## src/rtl/mult_acc_if.sv

```systemverilog
// rtl/mult_acc_if.sv - control, product and result bundle between mult_n, mult_acc and the readout
interface mult_acc_if #(
  parameter int N     = 8,
  parameter int TERMS = 4,
  parameter int ACC_W = 20
);
  logic                           clear;
  logic                           start;
  logic [2*N-1:0]                 p;
  logic                           p_valid;
  logic [ACC_W-1:0]               acc;
  logic [$clog2(TERMS+1)-1:0]     count;
  logic                           busy;
  logic                           done;
  logic                           overflow;

  modport master (
    output clear, start, p, p_valid,
    input  acc, count, busy, done, overflow
  );

  modport slave (
    input  clear, start, p, p_valid,
    output acc, count, busy, done, overflow
  );
endinterface

```

## src/rtl/mult_acc.sv

```systemverilog
// rtl/mult_acc.sv - saturating accumulator of TERMS unsigned products per run
module mult_acc #(
  parameter int N     = 8,
  parameter int TERMS = 4,
  parameter int ACC_W = 20
) (
  input  logic       clk,
  input  logic       reset,
  mult_acc_if.slave  bus
);
  localparam int CW = $clog2(TERMS + 1);

  typedef enum logic [1:0] {IDLE, ACCUM, DONE} state_t;

  state_t           state, state_nx;
  logic [ACC_W-1:0] acc_q, acc_nx;
  logic [CW-1:0]    cnt_q, cnt_nx;
  logic             ovf_q, ovf_nx;
  logic [ACC_W:0]   sum;

  // Carry-out of the extra top bit is the saturation condition
  assign sum = {1'b0, acc_q} + {{(ACC_W + 1 - 2*N){1'b0}}, bus.p};

  always_ff @(posedge clk) begin
    if (reset) begin
      state <= IDLE;
      acc_q <= '0;
      cnt_q <= '0;
      ovf_q <= 1'b0;
    end else begin
      state <= state_nx;
      acc_q <= acc_nx;
      cnt_q <= cnt_nx;
      ovf_q <= ovf_nx;
    end
  end

  always_comb begin
    state_nx = state;
    acc_nx   = acc_q;
    cnt_nx   = cnt_q;
    ovf_nx   = ovf_q;
    case (state)
      IDLE, DONE: begin
        if (bus.start) begin
          acc_nx   = '0;
          cnt_nx   = '0;
          ovf_nx   = 1'b0;
          state_nx = ACCUM;
        end
      end
      ACCUM: begin
        if (bus.p_valid) begin
          acc_nx = sum[ACC_W] ? {ACC_W{1'b1}} : sum[ACC_W-1:0];
          ovf_nx = ovf_q | sum[ACC_W];
          cnt_nx = cnt_q + 1'b1;
          if (cnt_q == CW'(TERMS - 1)) state_nx = DONE;
        end
      end
      default: state_nx = IDLE;
    endcase
    if (bus.clear) begin
      state_nx = IDLE;
      acc_nx   = '0;
      cnt_nx   = '0;
      ovf_nx   = 1'b0;
    end
  end

  assign bus.acc      = acc_q;
  assign bus.count    = cnt_q;
  assign bus.overflow = ovf_q;
  assign bus.busy     = (state == ACCUM);
  assign bus.done     = (state == DONE);
endmodule

```

## src/flat_wrapper.sv

```systemverilog
// flat-port wrapper written by rule: the top's interface ports become plain ports
module mult_acc_flat 
#(
  parameter int N     = 8,
  parameter int TERMS = 4,
  parameter int ACC_W = 20
)
  (clk, reset, bus_clear, bus_start, bus_p, bus_p_valid, bus_acc, bus_count, bus_busy, bus_done, bus_overflow);
  mult_acc_if #(.N(N), .TERMS(TERMS), .ACC_W(ACC_W)) bus_i ();
  input  logic clk;
  input  logic reset;
  input wire logic [$bits(bus_i.clear)-1:0] bus_clear;
  input wire logic [$bits(bus_i.start)-1:0] bus_start;
  input wire logic [$bits(bus_i.p)-1:0] bus_p;
  input wire logic [$bits(bus_i.p_valid)-1:0] bus_p_valid;
  output wire logic [$bits(bus_i.acc)-1:0] bus_acc;
  output wire logic [$bits(bus_i.count)-1:0] bus_count;
  output wire logic [$bits(bus_i.busy)-1:0] bus_busy;
  output wire logic [$bits(bus_i.done)-1:0] bus_done;
  output wire logic [$bits(bus_i.overflow)-1:0] bus_overflow;
  assign bus_i.clear = bus_clear;
  assign bus_i.start = bus_start;
  assign bus_i.p = bus_p;
  assign bus_i.p_valid = bus_p_valid;
  assign bus_acc = bus_i.acc;
  assign bus_count = bus_i.count;
  assign bus_busy = bus_i.busy;
  assign bus_done = bus_i.done;
  assign bus_overflow = bus_i.overflow;
  mult_acc #(.N(N), .TERMS(TERMS), .ACC_W(ACC_W)) u_core (.clk(clk), .reset(reset), .bus(bus_i));
endmodule
```

## config.mk

```make
export PLATFORM = sky130hd
export DESIGN_NAME = mult_acc_flat
export DESIGN_NICKNAME = d
export VERILOG_FILES = /design/src/rtl/mult_acc_if.sv /design/src/rtl/mult_acc.sv /design/src/flat_wrapper.sv
export SDC_FILE = /design/constraint.sdc
export NUM_CORES = 1
export LEC_CHECK = 0
export ABC_AREA = 1
export BUFFER_PORTS_ARGS = -buffer_cell sky130_fd_sc_hd__buf_2
export CAP_MARGIN = 40
export CORE_MARGIN = 2
export CORE_UTILIZATION = 45
export DETAILED_ROUTE_END_ITERATION = 16
export GPL_TIMING_DRIVEN = 0
export PLACE_DENSITY = 0.71
export SETUP_SLACK_MARGIN = 0.4
export SYNTH_ARGS = -nofsm -noshare
export SYNTH_HDL_FRONTEND = slang
export SYNTH_SLANG_ARGS = --single-unit
```

## constraint.sdc

```tcl
create_clock -name clk -period 2.7 [get_ports clk]
set_input_delay 0.135 -clock clk [delete_from_list [all_inputs] [get_ports clk]]
set_output_delay 0.135 -clock clk [all_outputs]
set_load 0.05 [all_outputs]
```

==> metrics, run 1 <==
placed instance area=2530 um2; Die X=between 70 and 80 um; vias in the first global route=about 2100; Layout Nets=around 450; Diodes inserted=0; fin area=~2600 um2; initial core utilization=0.467; Final Cycle Share=0.793; share of cells above drive strength 1=0.211; worst min path class=primary input to register; clock skew=around 0.0063 ns; clk buf depth=2; min Tclk post-route=roughly 2.1 ns; total number of vias=~2300; element type at the critical path end=register; Final Core Density=0.546; drt first pass iters=4; CP top delay family=simple AND/OR/NAND/NOR gates; I/O pin cnt=between 40 and 50; worst setup margin=about 0.56 ns; core area=between 4000 and 5000 um2; final setup TNS=0 ns; Post-Place Worst Slack=between 0.5 and 0.6 ns; slew at the pin closest to its max-slew limit=roughly 0.65 ns; Setup-failing EPs final=0; total wire length=approximately 5.4 mm; slowest cell on the critical path=fa_2; worst vdd rail ir drop=between 150 and 200 uV; setup bufs post-CTS=0; DIE AREA=about 5500 um2; synthesis warning total=0; crit path kind=register to register; Yosys cell types=30; final slew viol count=0; sequential share of the synthesized area=0.234; grt ovf=0; Vias/cell=between 4 and 5; Synth Register Bits=26; most common cell after layout, fill and taps aside=nand2_1; DRT antenna net count=0; Worst EP required=between 2 and 3 ns; Slew headroom=0.567; first-pass GRT wire length=approximately 9 mm; CP Cell Sequence=ha_1, fa_2, nand2_1, nand3_1, nand3_1, nand2_2, nand3_2, nand2_2, nand2_4, buf_8, nand3_2, nand2_2, a21oi_2; Root Driver=clkbuf_8; P&R area growth vs syn=16.9%; TritonCTS clock tree=done; max incr delay on CP=approximately 0.37 ns; filler cell count=between 500 and 600; Fin. Hold Viols=0; status=complete, no violations; die height=about 74 um; synthesized net count=~400; Routed WL per cell=roughly 11 um; max_cap viols=0; iteration-0 DRC count of the detailed router=103; RSZ-0062 raised after global routing=no; CTS buffer count=3; leakage power=0.00139 uW; Clock Latency Late Sink=roughly 0.28 ns; H-tree depth=1; post-DP HPWL=4.40 mm; Post-Syn Area=2220 um2; crit path DAT=2.29 ns; Worst setup SP type=register; I/O Buffers=46; Pwr Density=between 300 and 400 nW/um2; worst path bufs/invs=1; clk sink count=26; most frequent cells in the layout=nand2_1, buf_2, inv_1, nor2_1; Clock Pin Slew Worst Setup and Hold Paths=roughly 0.10 ns; Rows=25; residual DRC count=0; syn avg cell area=between 6 and 7 um2; Total Routing Usage GR=0.213; max frequency=around 0.47 GHz; Top cell by count, worst path=nand2_2; Cells after Synth=about 360; initial antenna violation count=0; CP max FO=10; largest net degree at the start of global routing=15; routability cong.=between 0.9 and 1
==> cell usage after synthesis, drive strengths merged <==
cell type,instances,area share
inv,48,0.081
xor2,5,0.020
nand2,129,0.23
and2,1,0.0028
o21a,1,0.0034
buf,5,0.015
clkbuf,2,0.0034
o21bai,1,0.0034
a21oi,35,0.094
nand3,32,0.088
nand4,1,0.0028
nor2,31,0.052
nor3b,1,0.0034
o22ai,1,0.0028
xnor2,3,0.012
ha,18,0.10
dfxtp,26,0.23
or2,1,0.0028
nor3,2,0.0045
o21ai,13,0.031
fa,1,0.0090
==> per-layer routing <==
layer,global-route usage,share of wire,vias to the layer above
li1,-,-,1231
met1,0.303,0.51,999
met2,0.345,0.45,43
met3,0.0176,0.031,6
met4,0.0615,0.013,0
met5,0,0,-
==> tightest hold or removal path: stages <==
cell	delay (ns)
buf_2	0.07
nor2_1	0.04
o21ai_0	0.06
a21oi_1	0.04
==> metrics by stage <==
step | instances | power (uW) | hold WS (ns)
floorplan | 357 | 495 | 0.298
global placement | 470 | 534 | 0.407
detailed placement | 470 | 536 | 0.412
CTS | 474 | 796 | 0.116
global route | 474 | 829 | 0.155
finish | 474 | 797 | 0.109
==> sequential cells by signal, indices dropped and copies added, names as in the netlist <==
register             flops
u_core.bus.count         3
u_core.state             2
u_core.bus.acc          20
u_core.bus.overflow      1
==> repair_timing <==
item,4_1_cts,5_1_grt
endpoints found under the setup margin,0,8
gates resized for setup,0,3
hold buffers,0,0
==> final cells by class <==
cell class | count | area (um2) | area share
Sequential cell | 26 | 520 | 0.200
Multi-Input combinational cell | 276 | 1480 | 0.571
Clock buffer | 4 | 55.1 | 0.0212
Timing Repair Buffer | 46 | 230 | 0.0887
Inverter | 48 | 180 | 0.0694
Tap cell | 67 | 83.8 | 0.0323
Buffer | 7 | 45.0 | 0.0173
==> cells by family (layout without fill, tap and decap cells) <==
logic type,count (synthesis),count (layout),synth area share
flops,26,26,0.234
buf+inv,55,105,0.0997
simple gates,198,198,0.389
fa+ha+maj,19,19,0.110
compound gates,51,51,0.135
xor+xnor,8,8,0.0316
==> final timing paths <==
| kind | start | endpoint | slack [ns] | cells after the start |
|---|---|---|---|---|
| min reg2reg | u_core.bus.overflow | u_core.bus.overflow | 0.48 | 1 |
| max reg2reg | u_core.bus.acc[0] | u_core.bus.acc[18] | 0.56 | 13 |
| max | u_core.bus.acc[0] | u_core.bus.acc[18] | 0.56 | 13 |
| min | reset | u_core.bus.count[0] | 0.11 | 4 |
==> where the power goes <==
| part | switching, uW | leakage [uW] | internal, uW | total, uW |
|---|---|---|---|---|
| combinational | 90.3 | 0.00115 | 47.6 | 138 |
| clock | 139 | 0.0000288 | 131 | 270 |
| sequential | 2.32 | 0.000210 | 386 | 389 |
Note: power is estimated with default switching activity, not from simulation.
==> inputs of run 2 (changes only) <==
- PLACE_DENSITY: 0.71 -> 0.73
- clock period: 2.7 -> 1.95 ns (I/O delays scaled with it)
==> run 2 against run 1 <==
  * The run now ends with setup timing left
  * Largest cell class unchanged
  * Sequential share of layout area shrank 1.9 points
  * Core utilization is 8.3 points higher
  * Hold slack worse by 0.035 ns
  * Largest power group unchanged
  * Clock skew shrank 0.0015 ns
  * Critical path depth up 1
  * Clock power up 39%
  * Die area unchanged
  * Wire length grew 11%
  * Global-route usage is 1.2 points higher
  * Register-to-register slack worse by 0.59 ns
  * First-iteration DRC count is 12% lower
==> metrics, run 2 (synthesized netlist as in run 1, its figures left out) <==
status=finished, violations left; failing checks=setup timing; crit path kind=register to register; DRT antenna net count=0; iteration-0 DRC count of the detailed router=~90; element type at the critical path end=register; Slew headroom=0.571; Pwr Density=381 nW/um2; total wire length=about 6.0 mm; Total Routing Usage GR=0.225; min Tclk post-route=1.98 ns; Layout Nets=458; largest net degree at the start of global routing=15; max_cap viols=0; r2r worst-path depth=14; crit path DAT=~2.1 ns; Fin. Hold Viols=0; I/O pin cnt=47; max reg flops=20; initial core utilization=0.467; most frequent cells in the layout=nand2_1, buf_2, inv_1, nor2_1, a21oi_1; I/O Buffers=46; Clock Pin Slew Worst Setup and Hold Paths=roughly 0.1 ns; worst vdd rail ir drop=between 200 and 300 uV; drt first pass iters=4; DIE AREA=5510 um2; initial antenna violation count=0; Rows=25; dpl cells=470; most common cell after layout, fill and taps aside=nand2_1; Root Driver=clkbuf_8; first-pass GRT wire length=9.65 mm; H-tree depth=1; clk buf depth=2; Worst setup SP type=register; Diodes inserted=0; routability cong.=between 0.9 and 1; Vias/cell=5.03; core area=about 4800 um2; final slew viol count=0; P&R area growth vs syn=34.7%; worst setup margin=-0.0288 ns; r2r setup slk=-0.03 ns; Final Core Density=0.629; total number of vias=around 2400; CP max FO=5; RSZ-0062 raised after global routing=yes; residual DRC count=0; Post-Place Worst Slack=-0.112 ns; Worst EP required=between 2 and 2.5 ns; Final Cycle Share=1.01; share of cells above drive strength 1=0.357; Die X=roughly 74 um; worst min path class=primary input to register; clk sink count=26; max frequency=between 0.5 and 0.6 GHz; hold depth=4; leakage power=around 0.0015 uW; Routed WL per cell=around 12 um; vias in the first global route=between 2000 and 2500; post-DP HPWL=4.32 mm; TritonCTS clock tree=done; clock skew=0.00480 ns; Setup-failing EPs final=8; CTS buffer count=3; Clock Latency Late Sink=between 0.2 and 0.3 ns; slew at the pin closest to its max-slew limit=0.643 ns; fin cells=slightly below 500; die height=approximately 74 um; grt ovf=0
## run 2: cell types whose count changed in the layout (fill, tap and decap cells not counted), sizes merged
cell	change
buf	+10
## run 2: repair_timing
| item | CTS | global route |
|---|---|---|
| gates resized for setup | 20 | 32 |
| pin swaps | 10 | 5 |
| setup buffers | 7 | 2 |
| gates cloned | 1 | 0 |
| hold buffers | 0 | 0 |
| endpoints found under the setup margin | 21 | 22 |
## run 2: worst paths after layout
kind,from,end
setup reg to reg,u_core.bus.acc[0],u_core.bus.acc[12]
setup / recovery,u_core.bus.acc[0],u_core.bus.acc[12]
hold / removal,reset,u_core.bus.count[0]
hold reg to reg,u_core.bus.overflow,u_core.bus.overflow
## run 2: layer usage
metal	vias up	global-route usage	wire length, um	part of all wire
li1	1252	-	-	-
met1	1102	0.283	2580	0.43
met2	71	0.403	2990	0.50
met3	11	0.0190	346	0.057
met4	0	0.0754	115	0.019
met5	-	0	0	0
## run 2: final cells by class
class,instances,area [um2]
Fill cell,441,1760
Multi-Input combinational cell,276,1730
Sequential cell,26,543
Timing Repair Buffer,56,345
Inverter,48,183
Tap cell,67,83.8
Clock buffer,4,55.1
Buffer,7,50.0
## run 2: report_power, final
part,leakage [uW],switching [uW],internal (uW),total [uW]
registers,0.000218,3.68,534,537
logic,0.00125,144,82.9,227
clock network,0.0000288,194,181,376
total,0.00150,342,798,1140
## run 2: per-stage QoR
step | setup TNS (ns) | hold slack (ns) | cell area, um2 | total power [uW]
after global placement | -0.874 | 0.369 | 2580 | 740
after floorplan | 0 | 0.259 | 2270 | 687
after detailed placement | -1.34 | 0.377 | 2580 | 743
after CTS | -0.314 | 0.0747 | 2840 | 1120
final | -0.126 | 0.0741 | 2990 | 1140
after global routing | -1.39 | 0.0941 | 2990 | 1190
## run 2: worst max-delay path, cell delays in order, from the launching register on
cell and delay, ns:
dfxtp_4 0.36, ha_4 0.16, fa_2 0.34, nand2_2 0.08, nand3_2 0.08, nand3_2 0.09
nand2_4 0.07, nand3_4 0.08, nand2_4 0.06, nand2_4 0.09, buf_6 0.11, buf_12 0.12
nand3_2 0.06, nand2_1 0.07, a21oi_2 0.05
==> inputs of run 3 (changes only) <==
- CTS_BUF_LIST: unset -> sky130_fd_sc_hd__clkbuf_8
- PLACE_DENSITY: 0.73 -> 0.71
- TNS_END_PERCENT: unset -> 10
- clock period: 1.95 -> 2.25 ns (I/O delays scaled with it)
==> run 3 against run 2 <==
  * Flip-flop and latch count did not move
  * Die area did not move
  * The flow now finishes without violations
  * Register-to-register slack improved by 0.32 ns
  * Clock skew rose by 0.0073 ns
  * Wire length fell by 4.8%
  * Fmax rose by 1.0%
  * Clock power fell by 17%
==> metrics, run 3 (synthesized netlist as in run 1, its figures left out) <==
status=complete, no violations; P_int=roughly 700 uW; I/O pin cnt=47; vias in the first global route=2173; iteration-0 DRC count of the detailed router=a little over 90; Vias/cell=4.89; Final Cycle Share=0.870; most common cell after layout, fill and taps aside=nand2_1; Diodes inserted=0; fin cells=483; Logic pwr share=0.192; final slew viol count=0; Setup-failing EPs final=0; fraction of power consumed by the clock network=0.325; max reg flops=20; element type at the critical path end=register; share of cells above drive strength 1=0.320; P&R area growth vs syn=30.0%; Root Driver=clkbuf_8; Die X=around 74 um; worst min path class=primary input to register; final setup TNS=0 ns; crit path kind=register to register; grt ovf=0; die height=about 74 um; leakage power=about 0.0015 uW; residual DRC count=0; I/O Buffers=46; CP max FO=5; core area=between 4000 and 5000 um2; dpl cells=470; clk sink count=26; post-DP HPWL=roughly 4.4 mm; max frequency=around 0.51 GHz; TritonCTS clock tree=done; Rows=25; Routed WL per cell=11.9 um; slew at the pin closest to its max-slew limit=between 0.6 and 0.7 ns; clock skew=between 0.01 and 0.015 ns; Clock Pin Slew Worst Setup and Hold Paths=about 0.10 ns; largest net degree at the start of global routing=15; Worst EP required=between 2 and 2.5 ns; clk buf depth=2; slowest cell on the critical path=dfxtp_4; worst vdd rail ir drop=approximately 200 uV; Total Routing Usage GR=0.219; RSZ-0062 raised after global routing=yes; most frequent cells in the layout=nand2_1, buf_2, inv_1, nor2_1, nand3_1; CTS buffer count=3; placed instance area=2580 um2; CP Cell Sequence=ha_4, fa_2, nand2_2, nand3_2, nand3_2, nand2_4, nand3_4, nand2_4, nand2_4, buf_6, buf_12, nand3_2, nand2_2, a21oi_2; DRT antenna net count=0; DIE AREA=~5500 um2; initial core utilization=0.467; first-pass GRT wire length=9.60 mm; sw frac=0.287; hold buffer count at CTS=0; Worst setup SP type=register; drt first pass iters=4; Fin. Hold Viols=0; H-tree depth=1; max incr delay on CP=roughly 0.36 ns; total wire length=roughly 5.7 mm; crit path DAT=around 2.1 ns; fin area=around 2900 um2; initial antenna violation count=0; Pwr Density=~330 nW/um2; Clock Latency Late Sink=about 0.28 ns; max_cap viols=0; P_sw=276 uW; Final Core Density=0.607; routability cong.=between 0.8 and 0.9; total number of vias=between 2000 and 2500; Slew headroom=0.564; Reg power frac=0.483; Layout Nets=approximately 460; min Tclk post-route=1.96 ns
-- run 3: cell types whose count changed in the layout (fill, tap and decap cells not counted), moves of 2 or more --
cell	delta
o21ai_2	-7
nor2_1	+3
nand3_2	-2
o21ai_0	+7
nand3_1	+3
nand2_1	+2
nor2_4	-3
-- run 3: final cells by class --
type | instances | area (um2)
Fill cell | 466 | 1870
Multi-Input combinational cell | 276 | 1640
Sequential cell | 26 | 543
Timing Repair Buffer | 55 | 334
Inverter | 48 | 180
Tap cell | 67 | 83.8
Clock buffer | 4 | 55.1
Buffer | 7 | 50.0
-- run 3: through the flow --
stage	setup slack [ns]	power, uW	hold slack, ns
6_report	0.292	963	0.105
5_1_grt	0.202	1020	0.129
4_1_cts	0.276	960	0.0970
3_5_place_dp	0.196	642	0.393
3_3_place_gp	0.228	640	0.389
2_1_floorplan	0.349	593	0.276
-- run 3: repair_timing --
action / 4_1_cts / 5_1_grt
hold endpoints to repair: 0 / 0
pin swaps: 5 / 5
setup endpoints to repair: 20 / 21
resized for setup: 9 / 19
gates cloned: 1 / 0
setup buffers: 8 / 0
-- run 3: worst max-delay path, delay by kind of cell, from the launching register on --
kind	cells	cell delay [ns]
adders and majority gates	2	0.50
DFF	1	0.36
buffers and inverters	2	0.22
AOI/OAI and AO/OA	1	0.05
and+or+nand+nor	9	0.69
-- run 3: path summary, 6_finish.rpt --
check / endpoint / slack (ns) / start / cells after the start
setup / recovery: u_core.bus.acc[15] / 0.29 / u_core.bus.acc[0] / 14
hold / removal: u_core.bus.count[0] / 0.10 / reset / 4
setup reg to reg: u_core.bus.acc[15] / 0.29 / u_core.bus.acc[0] / 14
hold reg to reg: u_core.bus.overflow / 0.48 / u_core.bus.overflow / 1
-- run 3: layer usage --
layer	up-vias	part of all wire	GRT usage	wire, um
li1	1251	-	-	-
met1	1045	0.48	0.297	2780
met2	58	0.46	0.375	2650
met3	6	0.043	0.0230	246
met4	0	0.011	0.0516	61
met5	-	0	0	0
-- run 3: power groups by stage --
stage	sequential [uW]	combinational, uW	clock, uW
floorplan	485	108	0
global placement	476	164	0
detailed placement	476	166	0
CTS	465	169	326
global route	466	206	348
finish	466	185	313
